==> config.mk <==
export PLATFORM = sky130hd
export DESIGN_NAME = apb2_master
export DESIGN_NICKNAME = d
export VERILOG_FILES = /design/src/rtl/apb2_master.sv
export SDC_FILE = /design/constraint.sdc
export NUM_CORES = 1
export LEC_CHECK = 0
export CORE_MARGIN = 2
export CORE_UTILIZATION = 44
export DETAILED_ROUTE_END_ITERATION = 10
export PLACE_DENSITY = 0.83
export SLEW_MARGIN = 20
export SYNTH_ARGS = -nofsm -noshare
export SYNTH_HDL_FRONTEND = slang
export SYNTH_SLANG_ARGS = --single-unit
==> constraint.sdc <==
create_clock -name PCLK -period 4.69 [get_ports PCLK]
set_clock_uncertainty 0.15 [all_clocks]
set_input_delay 0.469 -clock PCLK [delete_from_list [all_inputs] [get_ports PCLK]]
set_output_delay 0.469 -clock PCLK [all_outputs]
set_load 0.02 [all_outputs]
==> src/rtl/apb2_master.sv <==
// APB2 initiator: single valid/ready commands -> SETUP/ACCESS transfers, one-cycle response strobe.
// Optional APB2_MASTER_BACK2BACK_EN: accept the next command in the final ACCESS cycle (no IDLE gap).
module apb2_master #(
  parameter int ADDR_WIDTH  = 8,
  parameter int DATA_WIDTH  = 8,
  parameter int ACCESS_WAIT = 0
) (
  input  logic                  PCLK,
  input  logic                  PRESETn,
  input  logic                  cmd_valid,
  output logic                  cmd_ready,
  input  logic                  cmd_write,
  input  logic [ADDR_WIDTH-1:0] cmd_addr,
  input  logic [DATA_WIDTH-1:0] cmd_wdata,
  output logic                  rsp_valid,
  output logic                  rsp_write,
  output logic [DATA_WIDTH-1:0] rsp_rdata,
  output logic                  PSELx,
  output logic                  PENABLE,
  output logic                  PWRITE,
  output logic [ADDR_WIDTH-1:0] PADDR,
  output logic [DATA_WIDTH-1:0] PWDATA,
  input  logic [DATA_WIDTH-1:0] PRDATA
);

  if (ACCESS_WAIT < 0 || ACCESS_WAIT > 3) begin : g_bad_wait
    $error("apb2_master: ACCESS_WAIT must be in 0..3");
  end

  localparam logic [1:0] WAIT_LAST = 2'(ACCESS_WAIT);

  typedef enum logic [1:0] {
    IDLE   = 2'd0,
    SETUP  = 2'd1,
    ACCESS = 2'd2
  } state_t;

  state_t                state_q, state_d;
  logic [1:0]            wait_q, wait_d;
  logic                  pwrite_q, pwrite_d;
  logic [ADDR_WIDTH-1:0] paddr_q, paddr_d;
  logic [DATA_WIDTH-1:0] pwdata_q, pwdata_d;
  logic                  rsp_valid_q, rsp_valid_d;
  logic                  rsp_write_q, rsp_write_d;
  logic [DATA_WIDTH-1:0] rsp_rdata_q, rsp_rdata_d;

  always_ff @(posedge PCLK or negedge PRESETn) begin
    if (!PRESETn) begin
      state_q     <= IDLE;
      wait_q      <= '0;
      pwrite_q    <= 1'b0;
      paddr_q     <= '0;
      pwdata_q    <= '0;
      rsp_valid_q <= 1'b0;
      rsp_write_q <= 1'b0;
      rsp_rdata_q <= '0;
    end else begin
      state_q     <= state_d;
      wait_q      <= wait_d;
      pwrite_q    <= pwrite_d;
      paddr_q     <= paddr_d;
      pwdata_q    <= pwdata_d;
      rsp_valid_q <= rsp_valid_d;
      rsp_write_q <= rsp_write_d;
      rsp_rdata_q <= rsp_rdata_d;
    end
  end

  always_comb begin
    state_d     = state_q;
    wait_d      = wait_q;
    pwrite_d    = pwrite_q;
    paddr_d     = paddr_q;
    pwdata_d    = pwdata_q;
    rsp_valid_d = 1'b0;
    rsp_write_d = 1'b0;
    rsp_rdata_d = rsp_rdata_q;
    cmd_ready   = 1'b0;
    PSELx       = 1'b0;
    PENABLE     = 1'b0;

    unique case (state_q)
      IDLE: begin
        cmd_ready = 1'b1;
        if (cmd_valid) begin
          pwrite_d = cmd_write;
          paddr_d  = cmd_addr;
          pwdata_d = cmd_wdata;
          state_d  = SETUP;
        end
      end
      SETUP: begin
        PSELx   = 1'b1;
        wait_d  = '0;
        state_d = ACCESS;
      end
      ACCESS: begin
        PSELx   = 1'b1;
        PENABLE = 1'b1;
        if (wait_q == WAIT_LAST) begin
          rsp_valid_d = 1'b1;
          rsp_write_d = pwrite_q;
          if (!pwrite_q) rsp_rdata_d = PRDATA;
          state_d = IDLE;
`ifdef APB2_MASTER_BACK2BACK_EN
          // Response for the finishing transfer coincides with the next SETUP.
          cmd_ready = 1'b1;
          if (cmd_valid) begin
            pwrite_d = cmd_write;
            paddr_d  = cmd_addr;
            pwdata_d = cmd_wdata;
            state_d  = SETUP;
          end
`endif
        end else begin
          wait_d = wait_q + 2'd1;
        end
      end
      default: state_d = IDLE;
    endcase
  end

  assign PWRITE    = pwrite_q;
  assign PADDR     = paddr_q;
  assign PWDATA    = pwdata_q;
  assign rsp_valid = rsp_valid_q;
  assign rsp_write = rsp_write_q;
  assign rsp_rdata = rsp_rdata_q;

endmodule
==> metrics.log <==
INFO  metric fmax = 422.8 MHz
INFO  metric multi_input_logic_area = 500.5 µm²
INFO  metric fp.dieArea = 3451 µm²
INFO  metric yosysWarningCount = 0
INFO  metric total_vias_in_the_final_route = 876
INFO  metric die_height = 58.75 µm
INFO  metric count_of_distinct_cell_types_in_the_synthesized_netlist = 16
INFO  metric antenna_cells_inserted = 0
INFO  metric synth.largest_area_cell = sky130_fd_sc_hd__dfrtp_1
INFO  metric area_growth_syn_to_layout = 48.39%
INFO  metric synthesis.nets = 117
INFO  metric worst_slack = 2.325 ns
INFO  metric hold_class = reg -> reg
INFO  metric number_of_global_route_vias_before_repair = between 900 and 1000
INFO  metric min_path_cells = 1
INFO  metric r2r-start = state_q[0]
INFO  metric setup.worst_path.class = reg -> out
INFO  metric synthXorXnorAreaFrac = 0%
INFO  metric minimum_clock_period = 2.365 ns
INFO  metric final_layout_size_suffix_gt1_share = a little under a quarter
INFO  metric htree_levels = 2
INFO  metric area_taken_by_flip_flops_and_latches = 775.7 µm²
INFO  metric run_status = finished, violations left
INFO  metric synth_top_area_share = 58.82%
INFO  metric synth_top_family_by_area = multiplexers
INFO  metric met1Wirelength = 1034 µm
INFO  metric clk_pin_slew_worst_paths = 0.09 ns
INFO  metric filler_cell_count = between 200 and 250
INFO  metric violations_in_the_final_reports = design-rule violations
INFO  metric p_leak = 0.8816 nW
INFO  metric area_fraction_in_compound_gates_after_synthesis = 1.328%
INFO  metric synthesis.area_per_instance = 15.89 µm²
INFO  metric drt.antenna.violating_nets = 0
INFO  metric setup_total_negative_slack = 0 ns
INFO  metric hold_path_end = rsp_rdata[0]
INFO  metric antenna_violations_before_repair = 0
INFO  metric clock-root-buffer = sky130_fd_sc_hd__clkbuf_4
INFO  metric timing.slew.headroom = 73.81%
INFO  metric critPathRequiredTime = ~4 ns
INFO  metric grt_first_pass_wirelength = 4305 µm
INFO  metric drt_iter0_markers = 20
INFO  metric pwr_density_cell = about 700 nW/µm²
INFO  metric io-pin-count = 58
INFO  metric worst_ir_drop_vdd = about 0.38 mV
INFO  metric num_cts_buffers = 5
INFO  metric globalplace.congestion = approximately 0.7
INFO  metric final_nets = between 150 and 200
INFO  metric cts.sinks = 31
INFO  metric route.top_layer_used = met4
INFO  metric overflow = 0
INFO  metric grt_max_degree = 32
INFO  metric setup-violations-final = 0
INFO  metric detail_route.wirelength = 2640 µm
INFO  metric placement.setup.worst_slack = 2.677 ns
INFO  metric rr_endpoint = PWDATA[4]
INFO  metric hold_path_startpoint = rsp_rdata[0]
INFO  metric postCtsSetupBuffers = 0
INFO  metric timing.critical_path.cells = inv_1 -> ha_1 -> clkdlybuf4s50_1
INFO  metric post_dr_wirelength_cell = 14.92 µm
INFO  metric cts.path.max_buffers = 2
INFO  metric drv_slew = 0
INFO  metric width_of_the_die = 58.75 µm
INFO  metric rsz_0062_raised_after_global_routing = no
INFO  metric worst-r2r-cell-count = 4
INFO  metric drc_errors = 7
INFO  metric clk_latency = approximately 0.32 ns
INFO  metric grt_usage = between 10% and 20%
INFO  metric postSynthCellCount = 83
INFO  metric max-cap-violations = 0
INFO  metric r2r_slack = around 3 ns
INFO  metric dr_wl_met3 = a little under 300 µm
INFO  metric initial_utilization = 47.01%
INFO  metric placement_rows = 19
INFO  metric synthTopCellsByArea = sky130_fd_sc_hd__dfrtp_1 59%, sky130_fd_sc_hd__mux2_2 13%, sky130_fd_sc_hd__mux2_4 11%
INFO  metric post_cts.resized_instances = 0
INFO  metric cts.hold.buffers_added = 0
INFO  metric dp_hpwl = 1987 µm
INFO  metric worst-path-max-fanout = 4
INFO  metric critical_path.max_stage_delay = 0.64 ns
INFO  metric worst_setup_path_end_kind = output pin
INFO  metric post_synth_instance_area = around 1300 µm²
INFO  metric tightestPinTransition = 0.3928 ns
INFO  metric critPathArrivalTime = 1.75 ns
INFO  metric place.port_buffers = 57
INFO  metric portion_of_the_post_synthesis_area_used_by_sequential_elements = 58.82%
INFO  metric detailedRoute.firstPassIterationCount = 7
INFO  metric critical-path-slowest-cell = sky130_fd_sc_hd__clkdlybuf4s50_1
INFO  metric muxShareOfSynthArea = between 20% and 30%
INFO  metric post_synth_fa_ha_maj_area_fraction = 5.693%
INFO  metric wl_met2 = between 1000 and 1500 µm
INFO  metric post-route-period-util = just over 50%
INFO  metric cp-start-kind = flop
INFO  metric placeable_core_area = around 2800 µm²
INFO  metric synth-simple-area-share = 3.700%
INFO  metric final-hold-violation-count = 0
INFO  metric tritoncts = done
INFO  metric vias_per_cell = 4.949
INFO  metric postSynthRegisterBits = 31
per-layer routing:
layer | global-route usage, % | vias up
met1 | 20.89 | 426
met3 | 7.253 | 4
met5 | 0 | -
met4 | 4.870 | 0
met2 | 26.98 | 39
li1 | - | 407
cells by family after synthesis:
logic type,count (synthesis)
AO/OA/AOI/OAI,3
adder cells (fa/ha/maj),6
buffers and inverters,7
flip-flops,31
multiplexers,29
AND/OR/NAND/NOR,7
placed cells by master (no fill, tap or decap), drive strengths merged:
cell type / instances
a21oi: 1
and2: 1
and3: 1
buf: 1
clkbuf: 6
clkdlybuf4s50: 57
dfrtp: 31
ha: 6
inv: 6
mux2: 25
mux2i: 4
nand2: 3
nand3b: 1
nor2b: 1
o21a: 1
o21ai: 1
critical path, delay by kind of cell (launching register included):
family / cells / cell delay, ns
buf+inv: 2 / 0.76
flops: 1 / 0.39
fa+ha+maj: 1 / 0.28
registers in the layout, summed over array words and instances, names as in the netlist:
name       count
PADDR          8
PWDATA         8
rsp_rdata      8
state_q        2
wait_q         2
PWRITE         1
rsp_valid      1
rsp_write      1
how the worst max path moves through the flow:
| stage | from | end | depth (start not counted) |
|---|---|---|---|
| 2_1_floorplan | state_q[0] | PADDR[0] | 5 |
| 3_3_place_gp | state_q[0] | cmd_ready | 3 |
| 3_5_place_dp | state_q[0] | cmd_ready | 3 |
| 4_1_cts | state_q[0] | cmd_ready | 3 |
| 5_1_grt | state_q[0] | cmd_ready | 3 |
| 6_report | state_q[0] | cmd_ready | 3 |
synth_stat cells, drive strengths merged:
master	instances
dfrtp	31
o21a	1
nor2b	1
o21ai	1
ha	6
buf	1
nand3b	1
nand2	3
mux2	25
a21oi	1
and2	1
inv	6
mux2i	4
and3	1
per-stage QoR:
| stage | instance area (µm²) | util, % | std cells | hold slack (ns) | power, mW |
|---|---|---|---|---|---|
| after floorplan | 1319 | - | 83 | 0.02341 | 0.9146 |
| after global placement | 1916 | 68.29 | 171 | 0.3383 | 1.219 |
| after CTS | 1957 | 69.76 | 177 | 0.3624 | 1.384 |
| final | 1957 | 69.76 | 177 | 0.3588 | 1.365 |
| after detailed placement | 1916 | 68.29 | 171 | 0.3413 | 1.245 |
| after global routing | 1957 | 69.76 | 177 | 0.3718 | 1.448 |
power breakdown:
group / internal (mW) / switching (mW)
sequential: 0.398 / 0.0626
clock: 0.0532 / 0.0814
combinational: 0.422 / 0.349
area by class of cell:
class / instances / area share [%]
well taps: 31 / 1.982
inverters: 6 / 1.151
flip-flops and latches: 31 / 39.64
multi-input cells: 45 / 25.58
clock buffers: 6 / 2.110
repair buffers: 58 / 29.54
Note: power is estimated with default switching activity, not from simulation.
